<file path="src/rtl/mult_control_gen.sv">
// rtl/mult_control_gen.sv - sequencing controller for a digit-serial multiplier
//
// Purpose:
//   Steps a DIG_W x DIG_W combinational sub-multiplier across every digit pair
//   of two DATA_W-bit operands. A start rise clears the accumulator for one
//   cycle. The controller then walks NDIG^2 partial products, pulses done, and
//   returns to idle. A second rise during an operation aborts it into ERR.
//
// Ports:
//   clk        in   rising-edge system clock
//   reset_a    in   asynchronous active-low reset
//   start      in   operation request; only the 0->1 transition matters
//   a_sel      out  operand A digit index for the current partial product
//   b_sel      out  operand B digit index for the current partial product
//   shift_sel  out  partial-product shift in digits (a_sel + b_sel)
//   clk_ena    out  accumulator/datapath enable (CLR and CALC)
//   sclr_n     out  synchronous accumulator clear, active-low (CLR only)
//   done       out  one-cycle result-valid pulse
//   busy       out  high in CLR and CALC
//   err        out  high in ERR
//   state_out  out  IDLE=0, CLR=1, CALC=2, DONE=3, ERR=4

module mult_control_gen #(
  parameter  int DATA_W = 8,
  parameter  int DIG_W  = 4,
  localparam int NDIG   = DATA_W / DIG_W,
  localparam int IDX_W  = ($clog2(NDIG) < 1) ? 1 : $clog2(NDIG),
  localparam int SH_W   = ($clog2(2 * NDIG - 1) < 1) ? 1 : $clog2(2 * NDIG - 1)
) (
  input  logic             clk,
  input  logic             reset_a,
  input  logic             start,
  output logic [IDX_W-1:0] a_sel,
  output logic [IDX_W-1:0] b_sel,
  output logic [SH_W-1:0]  shift_sel,
  output logic             clk_ena,
  output logic             sclr_n,
  output logic             done,
  output logic             busy,
  output logic             err,
  output logic [2:0]       state_out
);

  if ((NDIG < 2) || (NDIG * DIG_W != DATA_W)) begin : g_bad_params
    $error("mult_control_gen: DATA_W must be a multiple of DIG_W with at least two digits");
  end

  typedef enum logic [2:0] {
    IDLE = 3'd0,
    CLR  = 3'd1,
    CALC = 3'd2,
    DONE = 3'd3,
    ERR  = 3'd4
  } state_t;

  localparam logic [IDX_W-1:0] LAST_IDX = IDX_W'(NDIG - 1);

  // The step counter k is held as two mixed-radix fields, k = kb*NDIG + ka,
  // so the digit selects fall straight out of the counter without a divider.
  state_t           state_q, state_d;
  logic [IDX_W-1:0] ka_q, ka_d;
  logic [IDX_W-1:0] kb_q, kb_d;
  logic             start_q, start_d;

  logic [IDX_W-1:0] a_sel_q, a_sel_d;
  logic [IDX_W-1:0] b_sel_q, b_sel_d;
  logic [SH_W-1:0]  shift_sel_q, shift_sel_d;
  logic             clk_ena_q, clk_ena_d;
  logic             sclr_n_q, sclr_n_d;
  logic             done_q, done_d;
  logic             busy_q, busy_d;
  logic             err_q, err_d;

  logic             rise;

  assign rise = start & ~start_q;

  always_comb begin
    start_d = start;
    state_d = state_q;
    ka_d    = ka_q;
    kb_d    = kb_q;

    case (state_q)
      IDLE: begin
        if (rise) begin
          state_d = CLR;
          ka_d    = '0;
          kb_d    = '0;
        end
      end
      CLR: begin
        if (rise) state_d = ERR;
        else      state_d = CALC;
      end
      CALC: begin
        // Abort wins over stepping; k stays where it was for inspection.
        if (rise) begin
          state_d = ERR;
        end else if (ka_q == LAST_IDX) begin
          ka_d = '0;
          if (kb_q == LAST_IDX) state_d = DONE;
          else                  kb_d    = kb_q + 1'b1;
        end else begin
          ka_d = ka_q + 1'b1;
        end
      end
      DONE: begin
        // A rise in the done cycle starts the next operation back-to-back.
        if (rise) begin
          state_d = CLR;
          ka_d    = '0;
          kb_d    = '0;
        end else begin
          state_d = IDLE;
        end
      end
      ERR: begin
        if (!start) state_d = IDLE;
      end
      default: state_d = IDLE;
    endcase

    // Outputs are registered from the next state and next k, which gives
    // Moore outputs aligned with state_out without any path from start.
    clk_ena_d   = (state_d == CLR) || (state_d == CALC);
    busy_d      = (state_d == CLR) || (state_d == CALC);
    sclr_n_d    = (state_d != CLR);
    done_d      = (state_d == DONE);
    err_d       = (state_d == ERR);
    a_sel_d     = '0;
    b_sel_d     = '0;
    shift_sel_d = '0;
    if (state_d == CALC) begin
      a_sel_d     = ka_d;
      b_sel_d     = kb_d;
      shift_sel_d = SH_W'(ka_d) + SH_W'(kb_d);
    end
  end

  always_ff @(posedge clk or negedge reset_a) begin
    if (!reset_a) begin
      state_q     <= IDLE;
      ka_q        <= '0;
      kb_q        <= '0;
      start_q     <= 1'b0;
      a_sel_q     <= '0;
      b_sel_q     <= '0;
      shift_sel_q <= '0;
      clk_ena_q   <= 1'b0;
      sclr_n_q    <= 1'b1;
      done_q      <= 1'b0;
      busy_q      <= 1'b0;
      err_q       <= 1'b0;
    end else begin
      state_q     <= state_d;
      ka_q        <= ka_d;
      kb_q        <= kb_d;
      start_q     <= start_d;
      a_sel_q     <= a_sel_d;
      b_sel_q     <= b_sel_d;
      shift_sel_q <= shift_sel_d;
      clk_ena_q   <= clk_ena_d;
      sclr_n_q    <= sclr_n_d;
      done_q      <= done_d;
      busy_q      <= busy_d;
      err_q       <= err_d;
    end
  end

  assign a_sel     = a_sel_q;
  assign b_sel     = b_sel_q;
  assign shift_sel = shift_sel_q;
  assign clk_ena   = clk_ena_q;
  assign sclr_n    = sclr_n_q;
  assign done      = done_q;
  assign busy      = busy_q;
  assign err       = err_q;
  assign state_out = state_q;

endmodule

</file>
<file path="config.mk">
export PLATFORM = sky130hd
export DESIGN_NAME = mult_control_gen
export DESIGN_NICKNAME = d
export VERILOG_FILES = /design/src/rtl/mult_control_gen.sv
export SDC_FILE = /design/constraint.sdc
export NUM_CORES = 1
export LEC_CHECK = 0
export CELL_PAD_IN_SITES_DETAIL_PLACEMENT = 0
export CELL_PAD_IN_SITES_GLOBAL_PLACEMENT = 1
export CORE_MARGIN = 5
export CORE_UTILIZATION = 42
export CTS_BUF_LIST = sky130_fd_sc_hd__clkbuf_4 sky130_fd_sc_hd__clkbuf_8
export DETAILED_ROUTE_END_ITERATION = 8
export PLACE_DENSITY = 0.83
export SKIP_CTS_REPAIR_TIMING = 1
export SLEW_MARGIN = 20
export SYNTH_ARGS = -nofsm -noshare
export SYNTH_HDL_FRONTEND = slang
export SYNTH_SLANG_ARGS = --single-unit
</file>
<file path="constraint.sdc">
create_clock -name clk -period 3.2 [get_ports clk]
set_input_delay 0.32 -clock clk [delete_from_list [all_inputs] [get_ports clk]]
set_output_delay 0.32 -clock clk [all_outputs]
set_load 0.05 [all_outputs]
</file>
Word-level counts from Yosys, hierarchy flattened. Cells that the tools add are included. Widths: inputs -> output; s select.

Input port bits: 3. Logic and storage cells: 48. Register bits: 14. Output and inout port bits: 12.

Equality and inequality tests: 9. Mux-type cells: 20. Bitwise gates (word level): 2. Add/sub/neg operators: 3. Reduce and logical (&&, ||, !) cells: 3.

Operator list (number): $mux 3 (6); $pmux 3 s5 (1); $eq 3x2->1 const B (4); $mux 1 (10); $eq 3x1->1 const B (2); $eq 3x3->1 const B (2); $pmux 1 s2 (2); $logic_not 3->1 (1); $ne 3x1->1 const B (1); $add 1x1->1 const B (2); $add 1x1->2 (1); $mux 2 (1); $reduce_or 2->1 (1); $and 1x1->1 (1); $logic_or 1x1->1 (1); $not 1->1 (1).

Depth between registers and ports, before layout.
Word-level depth: 7. Gate-level depth with buffers: 8. Depth with buffers taken out: 8.

Least setup slack after synthesis. No wires, ideal clock.

Kind: reg2reg. Start point: reg state_q[0], in the netlist state_out[0]. End point: reg shift_sel_q[0], in the netlist shift_sel[0]. Arrival: 1.678 ns. Buffers on the path: 1. Stages on the path, launching flop included: 7. Required time: 3.081 ns. Library setup time: 0.119 ns. Path slack: 1.403 ns. Clock period less this slack: 1.797 ns. Path through: dfrtp_1 > buf_4 > nor2b_4 > nor2_1 > o22a_1 > ha_1 > and2_1.

Elaborated cells on any way between the ends: 17. Classes of those cells: 1 x add/sub; 5 x eq/ne; 9 x mux; 2 x reduce/logical.

RTL lines: start, declared (RTL line 60) `state_t state_q, state_d;`; start signal, assigned (RTL line 156) `state_q <= state_d;`; $eq 3x2->1 / $logic_not 3->1 (equally long branches) (RTL line 84) `case (state_q)`; $reduce_or 2->1 (no source line); $pmux 1 s2 (*) (RTL line 84); via ka_d (RTL line 61) `logic [IDX_W-1:0] ka_q, ka_d;`; $add 1x1->2 (*) (RTL line 137) `shift_sel_d = SH_W'(ka_d) + SH_W'(kb_d);`; $mux 2 (*) (RTL line 134) `if (state_d == CALC) begin`; via shift_sel_d[0] (RTL line 67) `logic [SH_W-1:0] shift_sel_q, shift_sel_d;`; end signal, assigned (RTL line 162) `shift_sel_q <= shift_sel_d;`; end, declared (RTL line 67).

Mark *: on every way through the listed nets, which the timed path passes. The rest lies on a longest branch.

Worst setup path in the final report.
Start point: in start. End point: reg shift_sel_q[0], in the netlist shift_sel[0].

Longest elaborated chain between the ends: 5. Elaborated cells on any way between the ends: 16. Classes of those cells: 1 x add/sub; 1 x eq/ne; 13 x mux; 1 x bitwise.

RTL lines: start, declared (RTL line 32) `input logic start,`; $and 1x1->1 (*) (RTL line 76) `assign rise = start & ~start_q;`; $mux 1, on equally long branches (RTL line 86, 110, 98); $pmux 1 s2 (*) (RTL line 84); via ka_d (RTL line 61); $add 1x1->2 (*) (RTL line 137); $mux 2 (*) (RTL line 134); via shift_sel_d[0] (RTL line 67).

Marked as above.

==> run metrics <==
sequential-to-total area share from yosys stat=0.521; vias post-DR=487; Min Hold Slack=0.412 ns; first-pass GRT wire length=2170 µm; leading area contributor after synthesis=dfrtp_1; Initial DRT Pass Iterations=4; NetSw=0.417 mW; H-tree depth=1; worst r2r path cells=8; Int Power=0.491 mW; RSZ-0062 raised after global routing=false; DRC Markers=0; worst-margin pin slew=0.595 ns; worst path arrival time=2.26 ns; largest net degree at the start of global routing=15; Reg clk slew, reported paths=0.08 ns; Slew Limit Fails=0; setup slack, reg-to-reg=1.30 ns; Die Y=50.1 µm; IO buf count=14; GRT overflow=0; Final min period=2.09 ns; number of synthesized flops with an enable pin=0; Cells after Synth=61; Die X=50.1 µm; Root Driver=clkbuf_4; yosys warns=0; post-route clock skew=0.00655 ns; most common cell in the netlist=dfrtp_1; mean post-synth cell area=11.1 µm²; FF/Latch Area=352 µm²; Placer Congestion=0.763; DR WL/cell=13.5 µm; Comb power frac=0.534; Design Area, Final=843 µm²; pwr/cell area=1080 nW/µm²; endpoints failing setup=0; Area after DPL=807 µm²; area of the mapped netlist=674 µm²; Post-Route WL=1230 µm; status=finished clean; TritonCTS Buffers=3; final hold vios=0; Sw Share=0.459; Netlist cell types=26; Final ANT Viol Nets=0; Commonest cells post-synth=dfrtp_1 (13), and2_1 (6), nor2_1 (6); Sequential Power Share=0.331; Sink Count=14; Tot GR Track Use=0.112; max cap viols=0; crit end category=register; Crit Path Class=input pin to register; num ports=15; drt initial violations=7; Finished Layout Cells=91; # diodes=0; Synth top area share=0.482; Hold Crit Class=input pin to async pin; Max transition margin=0.602; Peak Freq=478 MHz; Synthesized Nets=66; max FFs per register=3; Initial Util=0.448; asr flop ratio synth=1.00; dpl hpwl=898 µm; core area=1510 µm²; CP Max Fanout=5; Leak Pwr=0.365 nW; Skew-Pair Late Insertion Delay=0.28 ns; area delta synth->final=25.0%; Worst VDD drop=568 µV; Fill cells=129; top area cells in the synthesized netlist=dfrtp_1 (48%), and2_1 (5.6%), nor2b_4 (4.1%), dfstp_2 (3.9%), a21oi_1 (3.7%); FF-to-FF End=shift_sel[0]$_DFF_PN0_; vias per std cell=5.35; area of the multi-input gates=292 µm²; initial antenna violation count=0; critical path launch point type=input pin; main flop type after synthesis=dfrtp_1; end-of-flow core utilization=0.560; layout cells sized above 1=0.147; row count=14; Final period util=0.654; Critical Path RT=3.37 ns; Final Net Count=81; Clock Tree Buf Depth=2; power share of the clock group=0.135; TritonCTS clock tree=yes; Die ar.=2510 µm²; Placed Instances=87; vias in the first global route=477; Sum Neg Setup Slack=0 ns; FF+latch count, synth=14; worst r2r src=start_q$_DFF_PN0_
==> cells in the final DEF (no fill, tap or decap), drive strengths merged <==
master         count
o21ai              2
nand2              1
nor3               3
dfstp              1
clkdlybuf4s50     14
nor2b              3
clkbuf             4
and2               6
dfrtp             13
ha                 2
a21oi              5
or3                1
a22oi              1
xor2               1
o2bb2ai            1
inv                1
nor2               6
or4                1
o31ai              1
o22a               1
o21a               1
mux2i              2
nand2b             2
a211oi             1
o21ba              1
==> power by group through the flow <==
stage | Sequential, mW | Combinational (mW) | Clock (mW)
final | 0.301 | 0.485 | 0.123
after floorplan | 0.424 | 0.241 | 0
after detailed placement | 0.305 | 0.491 | 0
after CTS | 0.301 | 0.493 | 0.128
after global placement | 0.304 | 0.479 | 0
after global routing | 0.313 | 0.520 | 0.142
==> through the flow <==
stage / power [mW] / setup slack, ns
after floorplan: 0.665 / 1.40
after global placement: 0.783 / 0.842
after detailed placement: 0.796 / 0.804
after CTS: 0.922 / 1.09
after global routing: 0.974 / 1.02
final: 0.908 / 1.11
==> layout make-up <==
| cell class | count | area share |
|---|---|---|
| clock buffer | 4 | 0.0430 |
| inverter | 1 | 0.00445 |
| multi-input combinational | 42 | 0.346 |
| sequential | 14 | 0.417 |
| tap | 16 | 0.0237 |
| timing repair buffer | 14 | 0.166 |
==> per-layer routing <==
layer	wire, µm	track usage	vias up	part of all wire
li1	-	-	242	-
met1	550	0.132	232	0.45
met2	562	0.180	11	0.46
met3	103	0.0633	2	0.084
met4	9	0.0131	0	0.0073
met5	0	0	-	0
==> how the worst max path moves through the flow <==
stage	start	endpoint	depth (start not counted)
detailed placement	start	shift_sel[0]$_DFF_PN0_	9
global route	start	shift_sel[0]$_DFF_PN0_	9
global placement	start	shift_sel[0]$_DFF_PN0_	9
CTS	start	shift_sel[0]$_DFF_PN0_	9
floorplan	state_out[0]$_DFF_PN0_	shift_sel[0]$_DFF_PN0_	6
finish	start	shift_sel[0]$_DFF_PN0_	9
==> cells by family (layout without fill, tap and decap cells) <==
logic type	Yosys count	count (layout)	synth area share
xor gates and xnor gates	1	1	0.0130
and+or+nand+nor	23	23	0.215
buffers and inverters	5	19	0.0464
muxes	2	2	0.0297
DFF	14	14	0.521
adders and majority gates	2	2	0.0371
AOI/OAI and AO/OA	14	14	0.137
==> critical path, cell delays in order <==
cell	delay [ns]
clkdlybuf4s50_1	0.52
nor2b_4	0.22
inv_2	0.08
ha_1	0.27
mux2i_1	0.12
a21oi_1	0.08
o22a_1	0.23
ha_1	0.28
and2_1	0.14
Power figures use the tool's default switching activity.
